## src/rtl/fft_bitrev_reorder_if.sv

```systemverilog
// Stream bundle between the last FFT butterfly stage, the reorder buffer and its consumer.
// Carries the bit-reversed input stream (iEN/iDATA) and the natural-order output stream (oEN/oDATA/oIDX/oSOF).
// slave: the reorder buffer side; master: the driving/observing side.
interface fft_bitrev_reorder_if #(
  parameter int WL   = 32,
  parameter int LOGN = 4
);
  logic            iEN;
  logic [WL-1:0]   iDATA;
  logic            oEN;
  logic [WL-1:0]   oDATA;
  logic [LOGN-1:0] oIDX;
  logic            oSOF;

  modport slave (
    input  iEN,
    input  iDATA,
    output oEN,
    output oDATA,
    output oIDX,
    output oSOF
  );

  modport master (
    output iEN,
    output iDATA,
    input  oEN,
    input  oDATA,
    input  oIDX,
    input  oSOF
  );
endinterface

```

## src/rtl/fft_bitrev_reorder.sv

```systemverilog
// Purpose: ping-pong reorder of a bit-reversed FFT output frame into natural bin order.
// Latency: last input word at edge E -> X[0] valid after E+1, X[N-1] after E+N.
// Backpressure: none; iEN always accepted, read-out never stalls (N oEN cycles per frame).
// Ports: iCLK clock; iRST sync active-high reset; bus (slave) carries iEN/iDATA in,
//        oEN/oDATA/oIDX/oSOF out (all outputs registered).
module fft_bitrev_reorder #(
  parameter int N    = 16,
  parameter int LOGN = 4,
  parameter int WL   = 32
) (
  input  logic                iCLK,
  input  logic                iRST,
  fft_bitrev_reorder_if.slave bus
);

  localparam logic [0:0] IDLE = 1'b0;
  localparam logic [0:0] READ = 1'b1;

  // Bank select is the address MSB: entries [0..N-1] bank 0, [N..2N-1] bank 1.
  logic [WL-1:0]   mem [0:2*N-1];

  logic [LOGN-1:0] wrCnt;
  logic            wrBank;
  logic [LOGN-1:0] rdCnt;
  logic            rdBank;
  logic [0:0]      rdState;
  logic            frameDone;
  logic            lastRd;

  function automatic logic [LOGN-1:0] bitRev(input logic [LOGN-1:0] v);
    logic [LOGN-1:0] r;
    r = '0;
    for (int b = 0; b < LOGN; b++) r[b] = v[LOGN-1-b];
    return r;
  endfunction

  assign frameDone = bus.iEN && (wrCnt == LOGN'(N-1));
  assign lastRd    = (rdCnt == LOGN'(N-1));

  // Storage is not reset; a reset edge must not write.
  always_ff @(posedge iCLK) begin
    if (!iRST && bus.iEN) begin
      mem[{wrBank, bitRev(wrCnt)}] <= bus.iDATA;
    end
  end

  always_ff @(posedge iCLK) begin
    if (iRST) begin
      wrCnt     <= '0;
      wrBank    <= 1'b0;
      rdCnt     <= '0;
      rdBank    <= 1'b0;
      rdState   <= IDLE;
      bus.oEN   <= 1'b0;
      bus.oSOF  <= 1'b0;
      bus.oDATA <= '0;
      bus.oIDX  <= '0;
    end else begin
      if (bus.iEN) begin
        wrCnt <= wrCnt + LOGN'(1);
      end

      // A completing frame hands its bank to the reader. In steady back-to-back
      // streaming this lands exactly on the edge issuing the previous frame's
      // last word, so the reload gives gap-free output.
      if (frameDone) begin
        wrBank  <= ~wrBank;
        rdBank  <= wrBank;
        rdCnt   <= '0;
        rdState <= READ;
      end else if (rdState == READ) begin
        rdCnt <= rdCnt + LOGN'(1);
        if (lastRd) begin
          rdState <= IDLE;
        end
      end

      // Issue uses the pre-edge read pointer; a write at the previous edge is visible here.
      if (rdState == READ) begin
        bus.oDATA <= mem[{rdBank, rdCnt}];
        bus.oIDX  <= rdCnt;
        bus.oEN   <= 1'b1;
        bus.oSOF  <= (rdCnt == '0);
      end else begin
        bus.oEN  <= 1'b0;
        bus.oSOF <= 1'b0;
      end
    end
  end

endmodule

```

## src/flat_wrapper.sv

```systemverilog
// flat-port wrapper written by rule: the top's interface ports become plain ports
module fft_bitrev_reorder_flat 
#(
  parameter int N    = 16,
  parameter int LOGN = 4,
  parameter int WL   = 32
)
  (iCLK, iRST, bus_iEN, bus_iDATA, bus_oEN, bus_oDATA, bus_oIDX, bus_oSOF);
  fft_bitrev_reorder_if #(.WL(WL), .LOGN(LOGN)) bus_i ();
  input  logic iCLK;
  input  logic iRST;
  input wire logic [$bits(bus_i.iEN)-1:0] bus_iEN;
  input wire logic [$bits(bus_i.iDATA)-1:0] bus_iDATA;
  output wire logic [$bits(bus_i.oEN)-1:0] bus_oEN;
  output wire logic [$bits(bus_i.oDATA)-1:0] bus_oDATA;
  output wire logic [$bits(bus_i.oIDX)-1:0] bus_oIDX;
  output wire logic [$bits(bus_i.oSOF)-1:0] bus_oSOF;
  assign bus_i.iEN = bus_iEN;
  assign bus_i.iDATA = bus_iDATA;
  assign bus_oEN = bus_i.oEN;
  assign bus_oDATA = bus_i.oDATA;
  assign bus_oIDX = bus_i.oIDX;
  assign bus_oSOF = bus_i.oSOF;
  fft_bitrev_reorder #(.N(N), .LOGN(LOGN), .WL(WL)) u_core (.iCLK(iCLK), .iRST(iRST), .bus(bus_i));
endmodule
```

## config.mk

```make
export PLATFORM = sky130hd
export DESIGN_NAME = fft_bitrev_reorder_flat
export DESIGN_NICKNAME = d
export VERILOG_FILES = /design/src/rtl/fft_bitrev_reorder_if.sv /design/src/rtl/fft_bitrev_reorder.sv /design/src/flat_wrapper.sv
export SDC_FILE = /design/constraint.sdc
export NUM_CORES = 1
export LEC_CHECK = 0
export BUFFER_PORTS_ARGS = -buffer_cell sky130_fd_sc_hd__clkbuf_2
export CORE_ASPECT_RATIO = 1.5
export CORE_MARGIN = 1.5
export CORE_UTILIZATION = 30
export DETAILED_ROUTE_END_ITERATION = 10
export PLACE_DENSITY = 0.53
export SLEW_MARGIN = 10
export SYNTH_ARGS = -nofsm -noshare
export SYNTH_HDL_FRONTEND = slang
export SYNTH_SLANG_ARGS = --single-unit
```

## constraint.sdc

```tcl
create_clock -name iCLK -period 7.8 [get_ports iCLK]
set_input_delay 0.39 -clock iCLK [delete_from_list [all_inputs] [get_ports iCLK]]
set_output_delay 0.39 -clock iCLK [all_outputs]
set_load 0.05 [all_outputs]
```

==> run metrics <==
status=finished clean; Hold WC Path Type=in2reg; Die W=between 300 and 400 um; full die area=about 140000 sq um; power consumption=around 11000 uW; Max Freq=between 200 and 300 MHz; Synth async-reset ratio=0%; Syn Inst Count=approximately 2000; Final #Nets=2090; GR Util met2=about a third; Worst setup EP type=flip-flop; PnR worst setup slack=just under 4000 ps; required time at the worst-slack endpoint=8300 ps; total track usage=16.8%; syn nets=1982; initial core utilization=between 30% and 40%; met3 Use GR=about 2.0%; Slew @ Worst Pin=approximately 1300 ps; DP HPWL=roughly 60000 um; Hold WS=approximately 110 ps; initial antenna violation count=8; GR peak layer=met2; Max Root-Sink Buffers=3; VDD IR max=0.153 mV; fin util=~34%; Ys Warns=0; first-pass GRT wire length=163000 um; ys flop type=edfxtp_1; CTS tree=yes; Relative slew margins=a little over a tenth; area of the multi-input gates=approximately 8600 sq um; Worst Path Arrival=4330 ps; TritonCTS Sinks=roughly 1100; register area=roughly 32000 sq um; EDFF count, synth=~1000; drt wl/cell=about 30 um; hold-fix buffer count after cts=0; fillers=~13000; critical path class=reg2reg; core area=about 130000 sq um; Root Buffer=clkbuf_16; Die Y-Extent=between 400 and 500 um; largest net degree at the start of global routing=roughly 110; area delta synth->final=14.1%; synthesized area=between 40000 and 50000 sq um; antenna-violating nets left=0; Fin. Hold Viols=0; Std-Cell Rows=165; Avg Vias per Cell=5.19; routing usage on met1=about 19%; GP Congestion=between 0.7 and 0.8; largest area contributor in the netlist=edfxtp_1; Num CTS Buffers=94; DRC Markers=0; total vias in the final route=slightly above 20000; Lkg Pwr=between 0.01 and 0.015 uW; clock network latency to the later pin of the worst-skew pair=690 ps; IO Port Bufs=between 70 and 80; postcts setup bufs=0; ranking of synthesized cells by area=edfxtp_1 76%, mux4_2 8.9%, mux2i_1 4.7%; period utilisation layout=49.1%; fraction of layout cells with a size suffix above 1=24.3%; Post-Place Setup Slack=3930 ps; H-tree Lvls=3; RSZ-0062 raised after global routing=no; gr ovfl total=0; setup tns final=0 ps; setup violators final=0; Mean Syn Cell Area=20.9 sq um; WL final=117000 um; CP max FO=71; DR iter-0 viols=between 1500 and 2000; number of synthesized register bits=around 1100; maxcap violations=0; Detailed Routing Iterations Pass 1=5; vias in the first global route=approximately 21000; Reg clk slew, reported paths=~70 ps; Final Max Slew Viols=0; CP Launch Type=flip-flop; # resized after CTS=0; IO Count=73; share of the synthesized area in the top cell type=between 70% and 80%; worst clock skew=roughly 24 ps; post-synthesis sequential area ratio=slightly below 80%; Power Density=between 200 and 250 nW/um^2; Synth cell types=41; Period minus WS final=between 3000 and 4000 ps
Yosys cell counts (3+ instances only):
master and n:
xor2_1 4, buf_2 31, mux2_2 39, nor2_1 81
nand3_1 6, mux2i_1 192, buf_1 6, nor2b_1 5
ha_1 3, dfxtp_1 49, nand4_1 3, buf_6 15
or3b_2 3, edfxtp_1 1024, xnor2_1 3, o22ai_1 59
a2111oi_1 5, nand3b_1 5, nand2_1 13, a22oi_1 30
a21oi_1 31, clkbuf_1 49, o221ai_1 29, o2111a_1 3
mux4_2 161, and2_1 3, buf_4 15, a2111oi_0 56
metal layers:
metal,share of wire (%),vias up
met2,54,680
met3,4.6,172
met5,0.035,-
met4,3.3,6
li1,-,8354
met1,38,10939
kinds of logic after synthesis:
group	Yosys count	share of synthesized area, %
DFF	1073	78.0
muxes	392	14.7
AOI/OAI and AO/OA	220	4.00
and+or+nand+nor	130	1.44
buffers and inverters	119	1.61
xor gates and xnor gates	7	0.151
adders and majority gates	3	0.0923
where the power goes:
part | total, uW | switching (uW) | internal (uW)
sequential | 6330 | 7.13 | 6320
combinational | 142 | 119 | 22.9
clock | 4720 | 2080 | 2640
total | 11200 | 2210 | 8990
cells in the final DEF, fill, tap and decap left out, types with 3 or more instances in the layout:
| cell type | n |
|---|---|
| a2111oi_0 | 55 |
| a2111oi_1 | 6 |
| a21oi_1 | 31 |
| a22oi_1 | 30 |
| buf_12 | 3 |
| buf_4 | 53 |
| bufinv_16 | 8 |
| clkbuf_1 | 22 |
| clkbuf_16 | 97 |
| clkbuf_2 | 72 |
| clkbuf_8 | 9 |
| clkinv_1 | 12 |
| clkinv_2 | 16 |
| clkinvlp_4 | 7 |
| dfxtp_1 | 45 |
| edfxtp_1 | 1024 |
| ha_1 | 3 |
| mux2_2 | 39 |
| mux2i_1 | 192 |
| mux4_2 | 161 |
| nand2_1 | 13 |
| nand3_1 | 6 |
| nand3b_1 | 5 |
| nand4_1 | 3 |
| nor2_1 | 48 |
| nor2_4 | 33 |
| nor2b_1 | 3 |
| o2111a_1 | 3 |
| o221ai_1 | 29 |
| o22ai_1 | 59 |
| or3b_2 | 5 |
| xnor2_1 | 3 |
| xor2_1 | 4 |
critical path, stage by stage (launching register included):
cell       delay, ps
dfxtp_4          820
buf_12           480
buf_4            690
mux4_2           580
mux2_2           280
a2111oi_0        500
a2111oi_0        130
final timing paths:
check	start	end	slack (ps)	cells after the start
hold reg to reg	u_core.bus.oIDX[1]$_SDFFE_PP0P_	u_core.bus.oIDX[1]$_SDFFE_PP0P_	490	2
hold / removal	bus_iEN	u_core.wrCnt[0]$_SDFFE_PP0P_	110	3
setup reg to reg	u_core.rdCnt[0]$_SDFFE_PP0P_	u_core.bus.oDATA[0]$_SDFFE_PP0P_	3970	6
setup / recovery	u_core.rdCnt[0]$_SDFFE_PP0P_	u_core.bus.oDATA[0]$_SDFFE_PP0P_	3970	6
per-stage QoR:
step	cells	cell area (sq um)
after floorplan	1944	40700
after global placement	3709	43300
after detailed placement	3709	43300
after CTS	3884	46400
after global routing	3885	46400
final	3885	46400
final cells by class:
class / count / area share [%]
Antenna cell: 1 / 0.00539
Clock buffer: 128 / 5.67
Clock inverter: 47 / 1.01
Inverter: 3 / 0.0242
Multi-Input combinational cell: 752 / 18.4
Sequential cell: 1073 / 68.4
Tap cell: 1753 / 4.72
Timing Repair Buffer: 128 / 1.76
registers in the layout (all words and copies together), names as in the netlist:
register          count
u_core.bus.oDATA     32
u_core.bus.oSOF       1
u_core.rdState        1
u_core.mem         1024
u_core.rdCnt          4
u_core.wrCnt          4
u_core.wrBank         1
u_core.bus.oEN        1
u_core.bus.oIDX       4
u_core.rdBank         1
No activity file was read; power rests on OpenSTA's default activity.
